===== src/rtl/vga_vram_arbiter.sv =====
// vga_vram_arbiter: shares one single-port VRAM between the deadline-driven display fetcher and a best-effort CPU port.
module vga_vram_arbiter #(
  parameter int ADDR_W   = 17,
  parameter int DATA_W   = 32,
  parameter int RAM_LAT  = 2,
  parameter int MAX_WAIT = 15
) (
  input  logic              clk50MHz,
  input  logic              rst,
  input  logic              disp_req,
  input  logic              disp_urgent,
  input  logic [ADDR_W-1:0] disp_addr,
  output logic              disp_gnt,
  output logic              disp_valid,
  output logic [DATA_W-1:0] disp_rdata,
  input  logic              cpu_req,
  input  logic              cpu_we,
  input  logic [ADDR_W-1:0] cpu_addr,
  input  logic [DATA_W-1:0] cpu_wdata,
  output logic              cpu_gnt,
  output logic              cpu_ack,
  output logic [DATA_W-1:0] cpu_rdata,
  output logic              mem_en,
  output logic              mem_we,
  output logic [ADDR_W-1:0] mem_addr,
  output logic [DATA_W-1:0] mem_wdata,
  input  logic [DATA_W-1:0] mem_rdata
);
  typedef enum logic {C_IDLE, C_BUSY} cpu_state_t;
  cpu_state_t cpu_state_q, cpu_state_d;
  logic [7:0] starve_cnt_q, starve_cnt_d;
  logic [RAM_LAT:0] tv_q, tc_q, tw_q;
  logic cpu_ok, starved, ret_disp, ret_cpu;
  assign cpu_ok   = cpu_req && cpu_state_q == C_IDLE;
  assign starved  = cpu_ok && starve_cnt_q == 8'(MAX_WAIT);
  // Urgent display beats a starved CPU; a starved CPU beats a relaxed display.
  assign disp_gnt = disp_req && (disp_urgent || !starved);
  assign cpu_gnt  = cpu_ok && !disp_gnt;
  assign ret_disp = tv_q[RAM_LAT] && !tc_q[RAM_LAT];
  assign ret_cpu  = tv_q[RAM_LAT] && tc_q[RAM_LAT];
  assign cpu_state_d  = cpu_gnt ? C_BUSY : cpu_ack ? C_IDLE : cpu_state_q;
  assign starve_cnt_d = (!cpu_req || cpu_gnt) ? 8'd0 :
                        (cpu_ok && starve_cnt_q != 8'(MAX_WAIT)) ? starve_cnt_q + 8'd1 : starve_cnt_q;
  always_ff @(posedge clk50MHz or posedge rst) begin
    if (rst) begin
      cpu_state_q  <= C_IDLE;
      starve_cnt_q <= '0;
      tv_q         <= '0;
      tc_q         <= '0;
      tw_q         <= '0;
      mem_en       <= 1'b0;
      mem_we       <= 1'b0;
      mem_addr     <= '0;
      mem_wdata    <= '0;
      disp_valid   <= 1'b0;
      disp_rdata   <= '0;
      cpu_ack      <= 1'b0;
      cpu_rdata    <= '0;
    end else begin
      cpu_state_q  <= cpu_state_d;
      starve_cnt_q <= starve_cnt_d;
      tv_q         <= {tv_q[RAM_LAT-1:0], disp_gnt || cpu_gnt};
      tc_q         <= {tc_q[RAM_LAT-1:0], cpu_gnt};
      tw_q         <= {tw_q[RAM_LAT-1:0], cpu_gnt && cpu_we};
      mem_en       <= disp_gnt || cpu_gnt;
      mem_we       <= cpu_gnt && cpu_we;
      mem_addr     <= disp_gnt ? disp_addr : cpu_gnt ? cpu_addr : '0;
      mem_wdata    <= (cpu_gnt && cpu_we) ? cpu_wdata : '0;
      disp_valid   <= ret_disp;
      cpu_ack      <= ret_cpu;
      if (ret_disp) disp_rdata <= mem_rdata;
      if (ret_cpu && !tw_q[RAM_LAT]) cpu_rdata <= mem_rdata;
    end
  end
endmodule


===== config.mk =====
export PLATFORM = sky130hd
export DESIGN_NAME = vga_vram_arbiter
export DESIGN_NICKNAME = d
export VERILOG_FILES = /design/src/rtl/vga_vram_arbiter.sv
export SDC_FILE = /design/constraint.sdc
export NUM_CORES = 1
export LEC_CHECK = 0
export BUFFER_PORTS_ARGS = -buffer_cell sky130_fd_sc_hd__buf_4
export CAP_MARGIN = 20
export CORE_ASPECT_RATIO = 0.9
export CORE_MARGIN = 1
export CORE_UTILIZATION = 45
export CTS_BUF_LIST = sky130_fd_sc_hd__clkbuf_16
export DETAILED_ROUTE_END_ITERATION = 7
export PLACE_DENSITY = 0.77
export SETUP_SLACK_MARGIN = 0.05
export SYNTH_ARGS = -nofsm -noshare
export SYNTH_HDL_FRONTEND = slang
export SYNTH_SLANG_ARGS = --single-unit

===== constraint.sdc =====
create_clock -name clk50MHz -period 5.1 [get_ports clk50MHz]
set_input_delay 1.02 -clock clk50MHz [delete_from_list [all_inputs] [get_ports clk50MHz]]
set_output_delay 1.02 -clock clk50MHz [all_outputs]
set_load 0.05 [all_outputs]

==> results.py <==
metrics = {
    "outcome": {
        "status": "complete, but fails checks",
        "violations": "DRC",
    },
    "critical_path": {
        "worstSetupStartpointType": "flip-flop",
        "slowest_stage": "dfrtp_1",
        "cp_max_fo": 20,
        "crit_arrival_ns": 2.30,
        "cp_slowest_stage_delay_ns": 0.37,
        "crit_type": "flip-flop to primary output",
        "cp_cell_sequence": "ha_1, nand4b_1, o31ai_4, and2_4, buf_4",
        "worstPathBufferInverterCount": 1,
        "critPathRequiredTime_ns": 4.08,
        "crit_family": "simple AND/OR/NAND/NOR gates",
        "end_kind": "primary output",
        "rrSetupSlack_ns": 3.12,
    },
    "drt": {
        "first_iter_violations": 98,
        "wl_um": 10830,
        "viasPerCell": 4.830,
        "route.vias.total": 3265,
        "wl_per_cell_um": 16.01,
        "drt-pass1-iter-count": 6,
        "final_antenna_net_count": 0,
        "route.detailed.drc": 16,
    },
    "synth": {
        "ys.warnings.count": 0,
        "synth_edf_count": 0,
        "syn_area_um2": 4860,
        "synth_ff_type": "dfrtp_1",
        "synth_top_area_share_pct": 68.49,
        "netlist_top_cells_area": "dfrtp_1, mux2_2, and2_1, a22o_1, xor2_1",
        "syn_inst": 306,
        "synth_area_per_cell_um2": 15.88,
        "synth.distinct_cells": 37,
        "synth_nets": 411,
        "yosys.area.top_type": "dfrtp_1",
        "async_flop_share_pct": 100.0,
        "synth_seq_cells": 133,
        "yosysSeqAreaShare_pct": 68.49,
    },
    "grt": {
        "busiest_layer": "met2",
        "use_met1_pct": 24.55,
        "grt_overflow": 0,
        "grt_use_total_pct": 20.40,
        "grt_max_degree": 59,
        "grt_use_met2_pct": 34.42,
        "grt_pass1_vias": 3495,
        "antenna_found_initial": 0,
        "use_met3_pct": 6.314,
        "grt_pass1_wl_um": 17300,
    },
    "sta": {
        "rsz0062_at_grt": "false",
        "tns_ns": 0,
        "setup_viol": 0,
        "hold_ws_ns": 0.3459,
        "max_slew_margin_pct": 33.83,
        "finalCritPeriodShare_pct": 65.04,
        "slew_violations": 0,
        "tightest_slew_ns": 0.9905,
        "period_minus_slack_ns": 3.317,
        "hold_violations": 0,
        "skew_ns": 0.009985,
        "clock.fmax_ghz": 0.3015,
    },
    "worst_hold_path": {
        "hold_path_class": "flip-flop to flip-flop",
    },
    "floorplan": {
        "std_cell_rows": 35,
        "io_pins": 223,
        "die_y_um": 100.6,
        "coreArea_um2": 10380,
        "fp.dieW_um": 111.5,
        "die_area_um2": 11220,
        "initial_core_util_pct": 46.82,
    },
    "clocking": {
        "tritoncts": "done",
        "root_buffer": "clkbuf_16",
        "cts_buffers": 17,
        "postCtsSetupRepairBufs": 0,
        "cts.sinks": 133,
        "cts_resized": 0,
        "clock_latency_ns": 0.40,
        "cts_buffer_depth": 2,
        "clkTransAtPathRegs_ns": 0.05,
        "cts_hold_buf": 0,
        "htreeDepth": 4,
    },
    "power": {
        "leakage_nw": 3.616,
        "ir_drop_mv": 0.2280,
        "p_per_area_nw_per_um2": 579.7,
    },
    "placed_design": {
        "gp_congestion": 0.7750,
        "port_buffers": 222,
        "hpwlAfterDp_um": 7859,
        "dp_cells": 645,
    },
    "layout": {
        "layoutNonFillerInstCount": 676,
        "most-common-layout-cells": "buf_4, dfrtp_1, mux2_2",
        "drive_gt1_share_pct": 59.60,
        "register_area_um2": 3328,
        "area_delta_synth_final_pct": 46.70,
        "multi_input_area_um2": 1409,
        "antenna_cells": 0,
        "utilization_pct": 68.69,
        "final_common_cell": "buf_4",
        "nFillCells": 759,
        "nets": 640,
    },
    "job": {
        "maxCapViolations": 0,
    },
}
-- layer usage --
metal  part of all wire, %  vias up
li1                      -     1508
met1                    41     1599
met2                    50      146
met3                   7.8       12
met4                   1.1        0
met5                     0        -
-- path summary, 6_finish.rpt --
check,from,end,depth (start not counted)
worst max-delay path,starve_cnt_q[0]$_DFFE_PP0P_,cpu_gnt,5
worst min-delay path,tw_q[1]$_DFF_PP0_,tw_q[2]$_DFF_PP0_,0
worst max register to register,starve_cnt_q[0]$_DFFE_PP0P_,mem_wdata[22]$_DFF_PP0_,5
worst min register to register,tw_q[1]$_DFF_PP0_,tw_q[2]$_DFF_PP0_,0
max in group asynchronous,rst,mem_wdata[28]$_DFF_PP0_,3
min in group asynchronous,rst,mem_wdata[1]$_DFF_PP0_,2
-- layout make-up --
| class | count | share of cell area, % |
|---|---|---|
| inverters | 2 | 0.1404 |
| multi-input cells | 155 | 19.76 |
| repair buffers | 226 | 23.80 |
| clock inverters | 14 | 1.386 |
| clock buffers | 17 | 5.967 |
| flip-flops and latches | 133 | 46.68 |
| well taps | 129 | 2.264 |
-- through the flow --
step / cell area [um^2] / power, mW / worst slack (ns)
global route: 7129 / 4.302 / 1.678
detailed placement: 6605 / 3.093 / 1.879
finish: 7129 / 4.133 / 1.783
floorplan: 4860 / 2.556 / 0.5256
CTS: 7129 / 4.174 / 1.783
global placement: 6605 / 3.058 / 1.949
-- Yosys cell counts (all sizes together), types with 3 or more instances --
library cell  number
dfrtp            133
mux2              64
and2              34
a22o              17
buf               10
nor2               7
clkbuf             6
xor2               5
nand4              3
nor2b              3
-- sequential cells by signal, indices dropped and copies added, names as in the netlist --
register / flops
cpu_rdata: 32
disp_rdata: 32
mem_wdata: 32
mem_addr: 17
starve_cnt_q: 8
tc_q: 3
tv_q: 3
tw_q: 3
cpu_ack: 1
cpu_state_q: 1
disp_valid: 1
-- power breakdown --
group | switching [mW] | internal, mW | total, mW | leakage [nW]
Combinational | 1.10 | 0.546 | 1.64 | 1.68
Clock | 0.416 | 0.653 | 1.07 | 0.269
Sequential | 0.122 | 1.30 | 1.42 | 1.67
Total | 1.63 | 2.50 | 4.13 | 3.62
-- cells by family after synthesis --
group           Yosys count  share of synthesized area, %
xor+xnor                  5                        0.9011
mux                      66                         15.24
compound gates           25                         4.969
flops                   133                         68.49
fa+ha+maj                 1                        0.2574
simple gates             58                         7.467
buf+inv                  18                         2.678
No activity file was read; power rests on OpenSTA's default activity.
